`src/rtl/mux_rr_arbiter.sv`:
```
// Round-robin arbiter for four requesters sharing a 4:1 mux.
// It issues a registered one-hot grant and the matching select lines, and caps each grant's length.
module mux_rr_arbiter #(
  parameter int unsigned MAX_HOLD = 15,
  parameter int unsigned HOLD_W   = 4
) (
  input  logic       clk,
  input  logic       rst_n,
  input  logic [3:0] req,
  input  logic       done,
  output logic [3:0] gnt,
  output logic       S1,
  output logic       S0,
  output logic       busy,
  output logic       timeout
);

  typedef enum logic [0:0] {StIdle, StGrant} state_e;

  state_e            state_q, state_d;
  logic [3:0]        gnt_q, gnt_d;
  logic [1:0]        sel_q, sel_d;
  logic [1:0]        last_q, last_d;
  logic [HOLD_W-1:0] cnt_q, cnt_d;
  logic              timeout_q, timeout_d;

  logic       at_limit, forced_rel, release_c;
  logic [3:0] cand;
  logic [2:0] win;

  // Returns {found, index} of the first set bit at or after last+1, wrapping around.
  function automatic logic [2:0] pick(input logic [3:0] r, input logic [1:0] last);
    logic [2:0] res;
    logic [1:0] idx;
    res = 3'b000;
    for (int k = 1; k <= 4; k++) begin
      idx = last + 2'(k);
      if (!res[2] && r[idx]) res = {1'b1, idx};
    end
    return res;
  endfunction

  always_comb begin
    at_limit   = (cnt_q == HOLD_W'(MAX_HOLD - 1));
    forced_rel = at_limit && !done && req[last_q];
    release_c  = done || !req[last_q] || at_limit;
    // A forced release must actually give the mux up, so the timed-out owner sits out one round.
    cand       = req;
    if (state_q == StGrant && forced_rel) cand = req & ~(4'b0001 << last_q);
    win        = pick(cand, last_q);
  end

  always_comb begin
    state_d   = state_q;
    gnt_d     = gnt_q;
    sel_d     = sel_q;
    last_d    = last_q;
    cnt_d     = cnt_q;
    timeout_d = 1'b0;
    unique case (state_q)
      StIdle: begin
        if (win[2]) begin
          state_d = StGrant;
          gnt_d   = 4'b0001 << win[1:0];
          sel_d   = win[1:0];
          last_d  = win[1:0];
          cnt_d   = '0;
        end
      end
      StGrant: begin
        cnt_d = cnt_q + 1'b1;
        if (release_c) begin
          timeout_d = forced_rel;
          if (win[2]) begin
            gnt_d  = 4'b0001 << win[1:0];
            sel_d  = win[1:0];
            last_d = win[1:0];
            cnt_d  = '0;
          end else begin
            state_d = StIdle;
            gnt_d   = 4'b0000;
            cnt_d   = '0;
          end
        end
      end
      default: state_d = StIdle;
    endcase
  end

  always_ff @(posedge clk or negedge rst_n) begin
    if (!rst_n) begin
      state_q   <= StIdle;
      gnt_q     <= 4'b0000;
      sel_q     <= 2'b00;
      last_q    <= 2'd3;
      cnt_q     <= '0;
      timeout_q <= 1'b0;
    end else begin
      state_q   <= state_d;
      gnt_q     <= gnt_d;
      sel_q     <= sel_d;
      last_q    <= last_d;
      cnt_q     <= cnt_d;
      timeout_q <= timeout_d;
    end
  end

  assign gnt     = gnt_q;
  assign S1      = sel_q[1];
  assign S0      = sel_q[0];
  assign busy    = (state_q == StGrant);
  assign timeout = timeout_q;

endmodule
```
`config.mk`:
```
export PLATFORM = sky130hd
export DESIGN_NAME = mux_rr_arbiter
export DESIGN_NICKNAME = d
export VERILOG_FILES = /design/src/rtl/mux_rr_arbiter.sv
export SDC_FILE = /design/constraint.sdc
export NUM_CORES = 1
export LEC_CHECK = 0
export ABC_AREA = 1
export BUFFER_PORTS_ARGS = -buffer_cell sky130_fd_sc_hd__buf_2
export CAP_MARGIN = 20
export CORE_ASPECT_RATIO = 0.75
export CORE_MARGIN = 5
export CORE_UTILIZATION = 50
export DETAILED_ROUTE_END_ITERATION = 6
export PLACE_DENSITY = 0.73
export SLEW_MARGIN = 20
export SYNTH_ARGS = -nofsm -noshare
export SYNTH_HDL_FRONTEND = slang
export SYNTH_SLANG_ARGS = --single-unit
```
`constraint.sdc`:
```
create_clock -name clk -period 1.8 [get_ports clk]
set_input_delay 0.36 -clock clk [delete_from_list [all_inputs] [get_ports clk]]
set_output_delay 0.36 -clock clk [all_outputs]
set_load 0.01 [all_outputs]
```
==> impl_results.md, run 1 <==
* Outcome: finished, violations left
* Violated checks: setup timing
* Pin count of the biggest net entering global routing at 15
* Endpoints failing hold at 0
* Leading area contributor after synthesis: dfrtp_1
* Clk root buf: clkbuf_4
* Slowest CP cell: dfstp_2
* Clk_lat worst skew at between 0.2 and 0.3 ns
* Antenna diode count at 0
* Worst path bufs/invs at 3
* Synth top area cells: dfrtp_1, nand2_1, ha_1, inv_1, nand3_1
* Vias in the first global route at 1166
* Clock-pin transition on the worst setup and hold timing paths at 0.09 ns
* RSZ-0062 raised after global routing: yes
* Max VDD drop at 0.00155 V
* Gp weighted congestion at 0.817
* Unique cell type count in the Yosys netlist at 24
* Worst Skew at 0.00726 ns
* Clock buffer count from CTS at 3
* Crit path arrival time at 2.32 ns
* Die H at 49.8 um
* Post-route DRC at 0
* DR vias at 1190
* Final wirelength at between 3000 and 4000 um
* DIE AREA at about 0.0031 sq mm
* Pwr dens at 2000 mW/mm^2
* Most used DFF post-synth: dfrtp_1
* Fin worst setup slack at -0.355 ns
* Cell area after layout at 0.00160 sq mm
* Total GRT Usage at about a fifth
* Nets at 209
* I/O pins at 15
* Most used cell, CP: nand2_2
* Commonest cells post-synth: nand2_1, inv_1, nand3_1
* Finished Layout Cells at 219
* Cell family with most CP delay: simple AND/OR/NAND/NOR gates
* Yosys Warn Count at 0
* Worst slew margin at 77.2%
* Via density at 5.43
* Die width at about 63 um
* LEAKAGE at 0.859 nW
* Dpl ws at -0.324 ns
* DR WL/cell at 14.8 um
* Post-synth ARST share at 100%
* Post-Syn Instances at 148
* CP peak stage delay at about 0.64 ns
* Worst Setup Path Type: reg -> reg
* Initial antenna violation count at 0
* Layout area overhead at 51.5%
* CP cell instances: clkinv_4, nand2_4, nand3_4, nand4_1, nand2_2, nand3_2, nand2_2, buf_4, nand3_1, nand2_1, inv_1, nand2_2, nand2_2, o21ai_1
* Max-Cap Viols at 0
* Tmin final at 2.16 ns
* DRT iter0 DRCs at 98
* Core footprint at 0.00201 sq mm
* Clock Sinks at 14
* Remaining global-route overflow at 0
* Share of cells above drive strength 1 at 50.3%
* Global-route wire length before repair at 5020 um
* Yosys reg bits at 14
* Count of pins over their slew limit at 0
* Synthesized area per cell at 7.15 sq um
* Syn Nets at about 160
* Fin Hold WS at 0.484 ns
* Dominant cell by count in the synthesized netlist: nand2_1
* Placed cell count at 204
* Worst Tran Pin Value at 0.341 ns
* Post-layout util at 79.6%
* Mapped Area at 0.00106 sq mm
* Worst Setup Start Kind: flop
* Setup crit end kind: flop
* Detail Placement HPWL at 2090 um
* IO Port Bufs at 14
* F_max at 0.464 GHz
* Worst hold path type: reg -> reg
* DRT Pass-1 Iters at 4
* Dpl cell area at 0.00133 sq mm
* Top cell type's share of synthesized area at 28.4%
* Clk buf depth at 2
* Final setup viols at 13
* Std cell rows at 14
* CTS tree: built
* Initial Util at between 50% and 60%
* Req. time, crit path at 1.97 ns
* Period Utilization, post-route at 120%
* Worst-path fanout max at 6
* Post-route ant nets at 0
* H-tree depth at 1
* Number of synthesized flops with an enable pin at 0
* Register area share after synthesis at 33.3%
## kinds of logic after synthesis
family                   count (synthesis)  synth area share, %
AO/OA/AOI/OAI                           13                 8.04
XOR/XNOR                                 1                0.828
adder cells (fa/ha/maj)                  6                 7.09
buffers and inverters                   22                 7.80
flip-flops                              14                 33.3
multiplexers                             1                0.946
AND/OR/NAND/NOR                         91                 42.0
## sequential cells by signal, indices dropped and copies added (netlist names)
signal   count
last_q       2
busy         1
timeout      1
sel_q        2
cnt_q        4
gnt          4
## cell usage in the layout, fill, tap and decap left out, types with 2 or more instances in the layout
| cell | instances |
|---|---|
| nor2_1 | 7 |
| clkbuf_4 | 3 |
| o21ai_2 | 3 |
| nand3_1 | 9 |
| a21oi_1 | 3 |
| inv_2 | 2 |
| buf_4 | 27 |
| ha_4 | 2 |
| o21ai_1 | 3 |
| dfstp_2 | 2 |
| buf_2 | 14 |
| inv_1 | 18 |
| ha_1 | 3 |
| nand3_4 | 4 |
| nand2_4 | 8 |
| dfrtp_1 | 12 |
| nand3_2 | 4 |
| nand2_2 | 17 |
| nand2_1 | 31 |
| nand4_1 | 7 |
| nor2_4 | 2 |
## path summary, 6_finish.rpt
check | start | to | slack [ns] | cells after the start
setup / recovery | last_q[0]$_DFFE_PN1P_ | sel_q[1]$_DFFE_PN0P_ | -0.36 | 14
hold / removal | gnt[2]$_DFFE_PN0P_ | gnt[2]$_DFFE_PN0P_ | 0.48 | 2
setup reg to reg | last_q[0]$_DFFE_PN1P_ | sel_q[1]$_DFFE_PN0P_ | -0.36 | 14
hold reg to reg | gnt[2]$_DFFE_PN0P_ | gnt[2]$_DFFE_PN0P_ | 0.48 | 2
max in group asynchronous | rst_n | last_q[1]$_DFFE_PN1P_ | 0.99 | 2
min in group asynchronous | rst_n | timeout$_DFF_PN0_ | 0.50 | 2
## routing by layer
| metal | GRT usage (%) | vias to the layer above | part of all wire [%] |
|---|---|---|---|
| li1 | - | 575 | - |
| met1 | 23.6 | 563 | 43 |
| met2 | 35.7 | 43 | 49 |
| met3 | 4.09 | 9 | 5.5 |
| met4 | 6.71 | 0 | 2.0 |
| met5 | 0 | - | 0 |
## final cells by class
type | instances | area, sq um
Clock buffer | 4 | 36.3
Inverter | 22 | 91.3
Sequential cell | 14 | 353
Multi-Input combinational cell | 112 | 800
Fill cell | 135 | 410
Timing Repair Buffer | 43 | 294
Tap cell | 24 | 30.0
## stage by stage
stage | power [W] | TNS, ns
after CTS | 0.00284 | -2.76
after global routing | 0.00346 | -5.54
after detailed placement | 0.00241 | -3.12
after global placement | 0.00235 | -2.30
after floorplan | 0.00179 | -0.476
final | 0.00321 | -3.99
## tightest hold or removal path, cell delays in order (launching register included)
cell and delay [ns]:
dfrtp_1 0.35, nand2_1 0.05, nand2_1 0.05
## power by group
group	switching, W	internal [W]	leakage (nW)	total, W
clock network	0.000106	0.000123	0.0210	0.000229
registers	0.000109	0.000455	0.175	0.000564
logic	0.00143	0.000992	0.662	0.00242
## what timing repair did
item / in CTS / in global routing
pin swaps: 11 / 9
buffers inserted: 6 / 4
resized for setup: 20 / 23
hold endpoints to repair: 12 / 0
endpoints found under the setup margin: 13 / 13
hold buffers: 1 / 0
No activity file was read; power rests on OpenSTA's default activity.
==> run 2: changes to the inputs <==
--- a/config.mk
+++ b/config.mk
@@ -9,7 +9,6 @@
 export BUFFER_PORTS_ARGS = -buffer_cell sky130_fd_sc_hd__buf_2
 export CAP_MARGIN = 20
 export CORE_ASPECT_RATIO = 0.75
-export CORE_MARGIN = 5
 export CORE_UTILIZATION = 50
 export DETAILED_ROUTE_END_ITERATION = 6
 export PLACE_DENSITY = 0.73
==> constraint.sdc (replaced) <==
create_clock -name clk -period 1.8 [get_ports clk]
set_input_delay 0.18 -clock clk [delete_from_list [all_inputs] [get_ports clk]]
set_output_delay 0.18 -clock clk [all_outputs]
set_load 0.01 [all_outputs]
==> impl_results.md, run 2 (same netlist as run 1, synthesis figures left out) <==
* Top Usage Layer GRT: met2
* I/O pins at 15 (unchanged)
* Worst-path fanout max at 6 (unchanged)
* Max-Cap Viols at 0 (unchanged)
* Worst path bufs/invs at 1 (-2)
* DR vias at 1290 (+8.4%)
* Clk buf depth at 2 (unchanged)
* DIE AREA at 0.00231 sq mm (-27%)
* Post-route DRC at 0 (unchanged)
* M1 GR Usage at 38.1% (+14 points)
* Initial Util at 53.0% (+0.46 points)
* Placed cell count at 203 (-0.49%)
* Layout area overhead at 53.9%
* Clock Sinks at 14 (unchanged)
* CP peak stage delay at 0.40 ns (-0.24 ns)
* Crit path depth at 15 (+1)
* Worst Tran Pin Value at 0.318 ns (-0.0235 ns)
* DR WL/cell at 15.3 um (+3.5%)
* Finished Layout Cells at 225 (+2.7%)
* Worst hold path type: in -> async
* Cell family with most CP delay: simple AND/OR/NAND/NOR gates
* Slowest CP cell: dfrtp_1
* Std cell rows at 14 (unchanged)
* IO Port Bufs at 14 (unchanged)
* Pwr dens at 2040 mW/mm^2 (+1.9%)
* Tmin final at 2.21 ns (+0.0570 ns)
* H-tree depth at 1 (unchanged)
* Setup crit end kind: flop
* Initial antenna violation count at 0 (unchanged)
* Gp weighted congestion at 0.885 (+8.4%)
* Crit path arrival time at 2.39 ns (+0.07 ns)
* Final setup viols at 13 (unchanged)
* Flop pwr share at 16.9% (-0.7 points)
* Total GRT Usage at 31.3% (+11 points)
* Share of cells above drive strength 1 at 51.7% (+1.5 points)
* Vias in the first global route at 1150 (-1.4%)
* Footprint of the multi-input gates at 785 sq um (-1.9%)
* Most common cell after layout, fill and taps aside: nand2_1
* Clock buffer count from CTS at 3 (unchanged)
* R2R depth at 15 (+1)
* Most frequent cells in the layout: nand2_1, buf_4, nand2_2, inv_1, buf_2
* Fill cells at 120 (-11%)
* CTS tree: built
* DRT iter0 DRCs at 83 (-15%)
* Req. time, crit path at 1.98 ns (about the same)
* Die width at 55.1 um (-13%)
* RSZ-0062 raised after global routing: yes
* Clock-pin transition on the worst setup and hold timing paths at 0.07 ns (-0.02 ns)
* Via density at 5.73 (+5.5%)
* M3 GR Usage at 7.69% (+3.6 points)
* Count of pins over their slew limit at 0 (unchanged)
* Clk_lat worst skew at 0.28 ns (about the same)
* Period Utilization, post-route at 123% (+3.2 points)
* Violated checks: setup timing
* Remaining global-route overflow at 0 (unchanged)
* Outcome: finished, violations left
* Nets at 216 (+3.3%)
* Clk root buf: clkbuf_4
* Die H at 41.8 um (-16%)
* Combinational Power Share at 78.0% (+2.7 points)
* DRT Pass-1 Iters at 5 (+1)
* Final wirelength at 3440 um (+6.4%)
* Fin worst setup slack at -0.412 ns (-0.0570 ns)
* Endpoints failing hold at 0 (unchanged)
* Detail Placement HPWL at 1890 um (-9.5%)
* FF+latch area at 353 sq um (unchanged)
* CP cell instances: inv_2, ha_4, nand3_4, nor2_4, nand4_1, nand2_2, nand3_2, nand2_4, nand2_2, nor2_4, nand3_4, nand2_4, nor2_2, nand2_1, nand2_1
* Dpl ws at -0.298 ns (+0.0258 ns)
* Clock share of power at 5.1% (-2.0 points)
* Net Sw Frac at 50.2% (-0.88 points)
* Int Power at 0.00165 W (+5.4%)
* Worst Setup Path Type: reg -> reg
* Post-route ant nets at 0 (unchanged)
* Worst slew margin at 78.8% (+1.6 points)
* LEAKAGE at 0.881 nW (+2.6%)
* Met2 Usage GRT at 53.0% (+17 points)
* Antenna diode count at 0 (unchanged)
* Switching power at 0.00167 W (+1.7%)
* Pin count of the biggest net entering global routing at 15 (unchanged)
* R2r setup slk at -0.41 ns (-0.06 ns)
* Worst Skew at 0.000310 ns (-0.00695 ns)
* Global-route wire length before repair at 5000 um (-0.28%)
* Crit Reg-Reg Startpoint: cnt_q[0]$_DFFE_PN0P_
* R2R Path End: gnt[0]$_DFFE_PN0P_
* Worst Setup Start Kind: flop
* Max VDD drop at 0.00164 V (+6.0%)
* Core footprint at 0.00200 sq mm (-0.87%)
* F_max at 0.452 GHz (-2.6%)
run 2: area by class of cell:
class | instances | share of cell area [%]
timing repair buffer | 50 | 21.7
multi-input combinational | 112 | 48.2
inverter | 22 | 5.22
sequential | 14 | 21.7
tap | 24 | 1.84
clock buffer | 3 | 1.38
run 2: worst reg2reg max path: stages, from the launching register on:
cell	delay [ns]
dfrtp_1	0.40
inv_2	0.09
ha_4	0.14
nand3_4	0.08
nor2_4	0.17
nand4_1	0.20
nand2_2	0.14
nand3_2	0.11
nand2_4	0.10
nand2_2	0.08
nor2_4	0.21
nand3_4	0.14
nand2_4	0.13
nor2_2	0.04
nand2_1	0.05
nand2_1	0.04
run 2: power groups by stage:
| stage | combinational, W | clock, W | sequential (W) |
|---|---|---|---|
| after floorplan | 0.00121 | 0 | 0.000586 |
| after global placement | 0.00178 | 0 | 0.000552 |
| after detailed placement | 0.00182 | 0 | 0.000556 |
| after CTS | 0.00221 | 0.000176 | 0.000556 |
| after global routing | 0.00278 | 0.000188 | 0.000570 |
| final | 0.00259 | 0.000170 | 0.000560 |
run 2: layer usage:
layer,vias up,wire length [um]
met2,79,1780
met1,604,1310
met5,-,0
li1,591,-
met3,16,247
met4,0,104
run 2: how the worst max path moves through the flow:
stage | from | to | slack (ns)
after detailed placement | cnt_q[0]$_DFFE_PN0P_ | gnt[0]$_DFFE_PN0P_ | -0.30
after floorplan | cnt_q[0]$_DFFE_PN0P_ | gnt[0]$_DFFE_PN0P_ | -0.13
after global placement | last_q[0]$_DFFE_PN1P_ | gnt[0]$_DFFE_PN0P_ | -0.24
after global routing | cnt_q[0]$_DFFE_PN0P_ | gnt[0]$_DFFE_PN0P_ | -0.53
final | cnt_q[0]$_DFFE_PN0P_ | gnt[0]$_DFFE_PN0P_ | -0.41
after CTS | last_q[0]$_DFFE_PN1P_ | gnt[0]$_DFFE_PN0P_ | -0.24
run 2: repair_timing:
item,CTS,global route
hold buffers,1,0
gates resized for setup,29,10
endpoints found under the setup margin,13,13
pin swaps,13,14
endpoints found under the hold margin,12,0
buffers inserted,11,7
run 2: per-stage QoR:
| stage | hold slack, ns | util, % | cell area (sq um) | power, W | TNS, ns |
|---|---|---|---|---|---|
| global placement | 0.0851 | 66.3 | 1320 | 0.00233 | -2.22 |
| detailed placement | 0.0933 | 66.3 | 1320 | 0.00237 | -2.72 |
| finish | 0.338 | 81.6 | 1630 | 0.00332 | -4.63 |
| CTS | 0.324 | 77.2 | 1540 | 0.00294 | -2.32 |
| global route | 0.383 | 81.6 | 1630 | 0.00354 | -6.08 |
| floorplan | -0.116 | - | 1100 | 0.00179 | -0.476 |
==> run 3: changes to the inputs <==
--- a/config.mk
+++ b/config.mk
@@ -5,7 +5,7 @@
 export SDC_FILE = /design/constraint.sdc
 export NUM_CORES = 1
 export LEC_CHECK = 0
-export ABC_AREA = 1
+export ABC_AREA = 0
 export BUFFER_PORTS_ARGS = -buffer_cell sky130_fd_sc_hd__buf_2
 export CAP_MARGIN = 20
 export CORE_ASPECT_RATIO = 0.75
==> impl_results.md, run 3 <==
* Layout area overhead at 50.7%
* Worst Setup Start Kind: flop
* Final wirelength at 3220 um (-6.4%)
* Initial Util at 55.4% (+2.4 points)
* LEAKAGE at 0.680 nW (-23%)
* Slowest CP cell: dfstp_2
* Post-route ant nets at 0 (unchanged)
* Commonest cells post-synth: dfrtp_1, nand2_1, nor2_1
* Detail Placement HPWL at 2020 um (+6.8%)
* Leading area contributor after synthesis: dfrtp_1
* Post-layout util at 83.4% (+1.9 points)
* R2r setup slk at -0.63 ns (-0.21 ns)
* Register area share after synthesis at 35.3% (+2.0 points)
* Dominant cell by count in the synthesized netlist: dfrtp_1
* Pwr dens at 1500 mW/mm^2 (-26%)
* Gp weighted congestion at 0.841 (-5.0%)
* DRT Pass-1 Iters at 4 (-1)
* RSZ-0062 raised after global routing: yes
* Post-Syn Instances at 104 (-30%)
* Violated checks: setup timing
* Global-route wire length before repair at 4460 um (-11%)
* Synth top area cells: dfrtp_1, ha_1, dfstp_2, nand2_1, o21ai_1
* Clk buf depth at 2 (unchanged)
* Synthesized area per cell at 9.61 sq um (+34%)
* Std cell rows at 13 (-1)
* DRT iter0 DRCs at 48 (-42%)
* Post-synth ARST share at 100% (unchanged)
* Setup tns final at -5.77 ns (-1.14 ns)
* IO Port Bufs at 14 (unchanged)
* Nets at 171 (-21%)
* Worst Tran Pin Value at 0.449 ns (+0.131 ns)
* I/O pins at 15 (unchanged)
* DR vias at 1105 (-14%)
* CP peak stage delay at 0.59 ns (+0.19 ns)
* Initial antenna violation count at 0 (unchanged)
* Worst Setup Path Type: reg -> reg
* Die H at 40.7 um (-2.7%)
* Worst Skew at 0.0108 ns (+0.0105 ns)
* Core footprint at 0.00181 sq mm (-9.6%)
* Clk_lat worst skew at 0.29 ns (about the same)
* Setup crit end kind: flop
* Endpoints failing hold at 0 (unchanged)
* Yosys reg bits at 14 (unchanged)
* Period Utilization, post-route at 135% (+12 points)
* Dpl ws at -0.480 ns (-0.182 ns)
* H-tree depth at 1 (unchanged)
* Via density at 6.17 (+7.7%)
* CP cell instances: mux2_4, a2bb2oi_4, buf_6, o21ai_4, a222oi_1, a221o_2, nor2_1, a22o_1
* Clock Sinks at 14 (unchanged)
* Count of pins over their slew limit at 0 (unchanged)
* Cell family with most CP delay: compound AO/OA/AOI/OAI gates
* Most frequent cells in the layout: buf_4, buf_2, dfrtp_1
* Worst path bufs/invs at 1 (unchanged)
* Max-Cap Viols at 0 (unchanged)
* Worst hold path type: in -> async
* Syn Nets at 117 (-27%)
* Yosys Warn Count at 0 (unchanged)
* Tmin final at 2.43 ns (+0.213 ns)
* Fin worst setup slack at -0.625 ns (-0.213 ns)
* Total GRT Usage at 30.5% (-0.76 points)
* Req. time, crit path at 1.98 ns (about the same)
* Unique cell type count in the Yosys netlist at 46 (+92%)
* Clock-pin transition on the worst setup and hold timing paths at 0.09 ns (+0.02 ns)
* Max VDD drop at 0.00116 V (-29%)
* DIE AREA at 0.00218 sq mm (-5.3%)
* Antenna diode count at 0 (unchanged)
* Crit path depth at 8 (-7)
* Clock buffer count from CTS at 3 (unchanged)
* Outcome: finished, violations left
* Clk root buf: clkbuf_4
* DR WL/cell at 18.0 um (+18%)
* Mapped Area at 1000 sq um (-5.6%)
* Number of synthesized flops with an enable pin at 0 (unchanged)
* Remaining global-route overflow at 0 (unchanged)
* Post-route DRC at 0 (unchanged)
* Worst slew margin at 70.1% (-8.7 points)
* Pin count of the biggest net entering global routing at 15 (unchanged)
* CTS tree: built
* Most common cell after layout, fill and taps aside: buf_4
* R2R depth at 8 (-7)
* Worst-path fanout max at 5 (-1)
* F_max at 0.412 GHz (-8.8%)
* Final setup viols at 12 (-1)
* Share of cells above drive strength 1 at 54.8% (+3.0 points)
* Top cell type's share of synthesized area at 30.0% (+1.7 points)
* Die width at 53.6 um (-2.7%)
* Vias in the first global route at 964 (-16%)
* Most used DFF post-synth: dfrtp_1
* Crit path arrival time at 2.60 ns (+0.21 ns)
[run 3: cell count changes in the layout (fill, tap and decap cells not counted), moves of 4 or more]
| cell | change |
|---|---|
| nand2_1 | -24 |
| nand4_1 | -7 |
| o21ai_4 | +4 |
| nand2_4 | -4 |
| o21ai_1 | +5 |
| nand2_2 | -18 |
| nand3_1 | -5 |
| nand3_2 | -5 |
| inv_1 | -16 |
| nand3_4 | -4 |
[run 3: metal layers]
metal / wire, um / vias up / part of all wire (%) / global-route usage, %
met5: 0 / - / 0 / 0
met4: 36 / 0 / 1.1 / 8.55
met3: 193 / 6 / 6.0 / 9.63
met2: 1530 / 49 / 47 / 49.7
met1: 1460 / 554 / 45 / 39.4
li1: - / 496 / - / -
[run 3: through the flow]
stage | std cells | hold WS (ns) | instance area, sq um | power, W
after floorplan | 104 | -0.116 | 1030 | 0.00134
after global placement | 168 | 0.0833 | 1330 | 0.00175
after detailed placement | 168 | 0.0921 | 1330 | 0.00180
after CTS | 178 | 0.317 | 1440 | 0.00214
after global routing | 179 | 0.355 | 1510 | 0.00240
final | 179 | 0.304 | 1510 | 0.00226
[run 3: worst reg2reg max path: cells and delay by family (launching register included)]
family	cells	cell delay, ns
AOI/OAI and AO/OA	5	1.21
buffers and inverters	1	0.15
DFF	1	0.59
muxes	1	0.32
and+or+nand+nor	1	0.05
[run 3: worst paths after layout]
check	to	start
worst max-delay path	gnt[2]$_DFFE_PN0P_	last_q[1]$_DFFE_PN1P_
worst min-delay path	cnt_q[3]$_DFFE_PN0P_	rst_n
worst max register to register	gnt[2]$_DFFE_PN0P_	last_q[1]$_DFFE_PN1P_
worst min register to register	gnt[3]$_DFFE_PN0P_	gnt[3]$_DFFE_PN0P_
max in group asynchronous	last_q[0]$_DFFE_PN1P_	rst_n
min in group clk	busy$_DFF_PN0_	req[2]
[run 3: cells by family after synthesis]
family,Yosys count,share of synthesized area (%)
DFF,14,35.3
buffers and inverters,10,6.13
and+or+nand+nor,33,17.1
muxes,3,3.63
adders and majority gates,6,7.51
AOI/OAI and AO/OA,38,30.3
[run 3: repair_timing]
item,in CTS,in global routing
endpoints found under the hold margin,12,0
buffers inserted,5,1
pin swaps,6,4
resized for setup,9,16
endpoints found under the setup margin,13,13
hold buffers,1,0
cloned,0,0
[run 3: final cells by class]
type	instances	area, sq um
Fill cell	97	299
Tap cell	22	27.5
Timing Repair Buffer	54	392
Clock buffer	4	26.3
Inverter	5	20.0
Multi-Input combinational cell	80	688
Sequential cell	14	353
[run 3: power by group]
part	total (W)	internal (W)	switching, W	leakage [nW]
clock	0.000198	0.0000863	0.000112	0.0150
combinational	0.00155	0.000747	0.000808	0.490
sequential	0.000510	0.000434	0.0000761	0.174
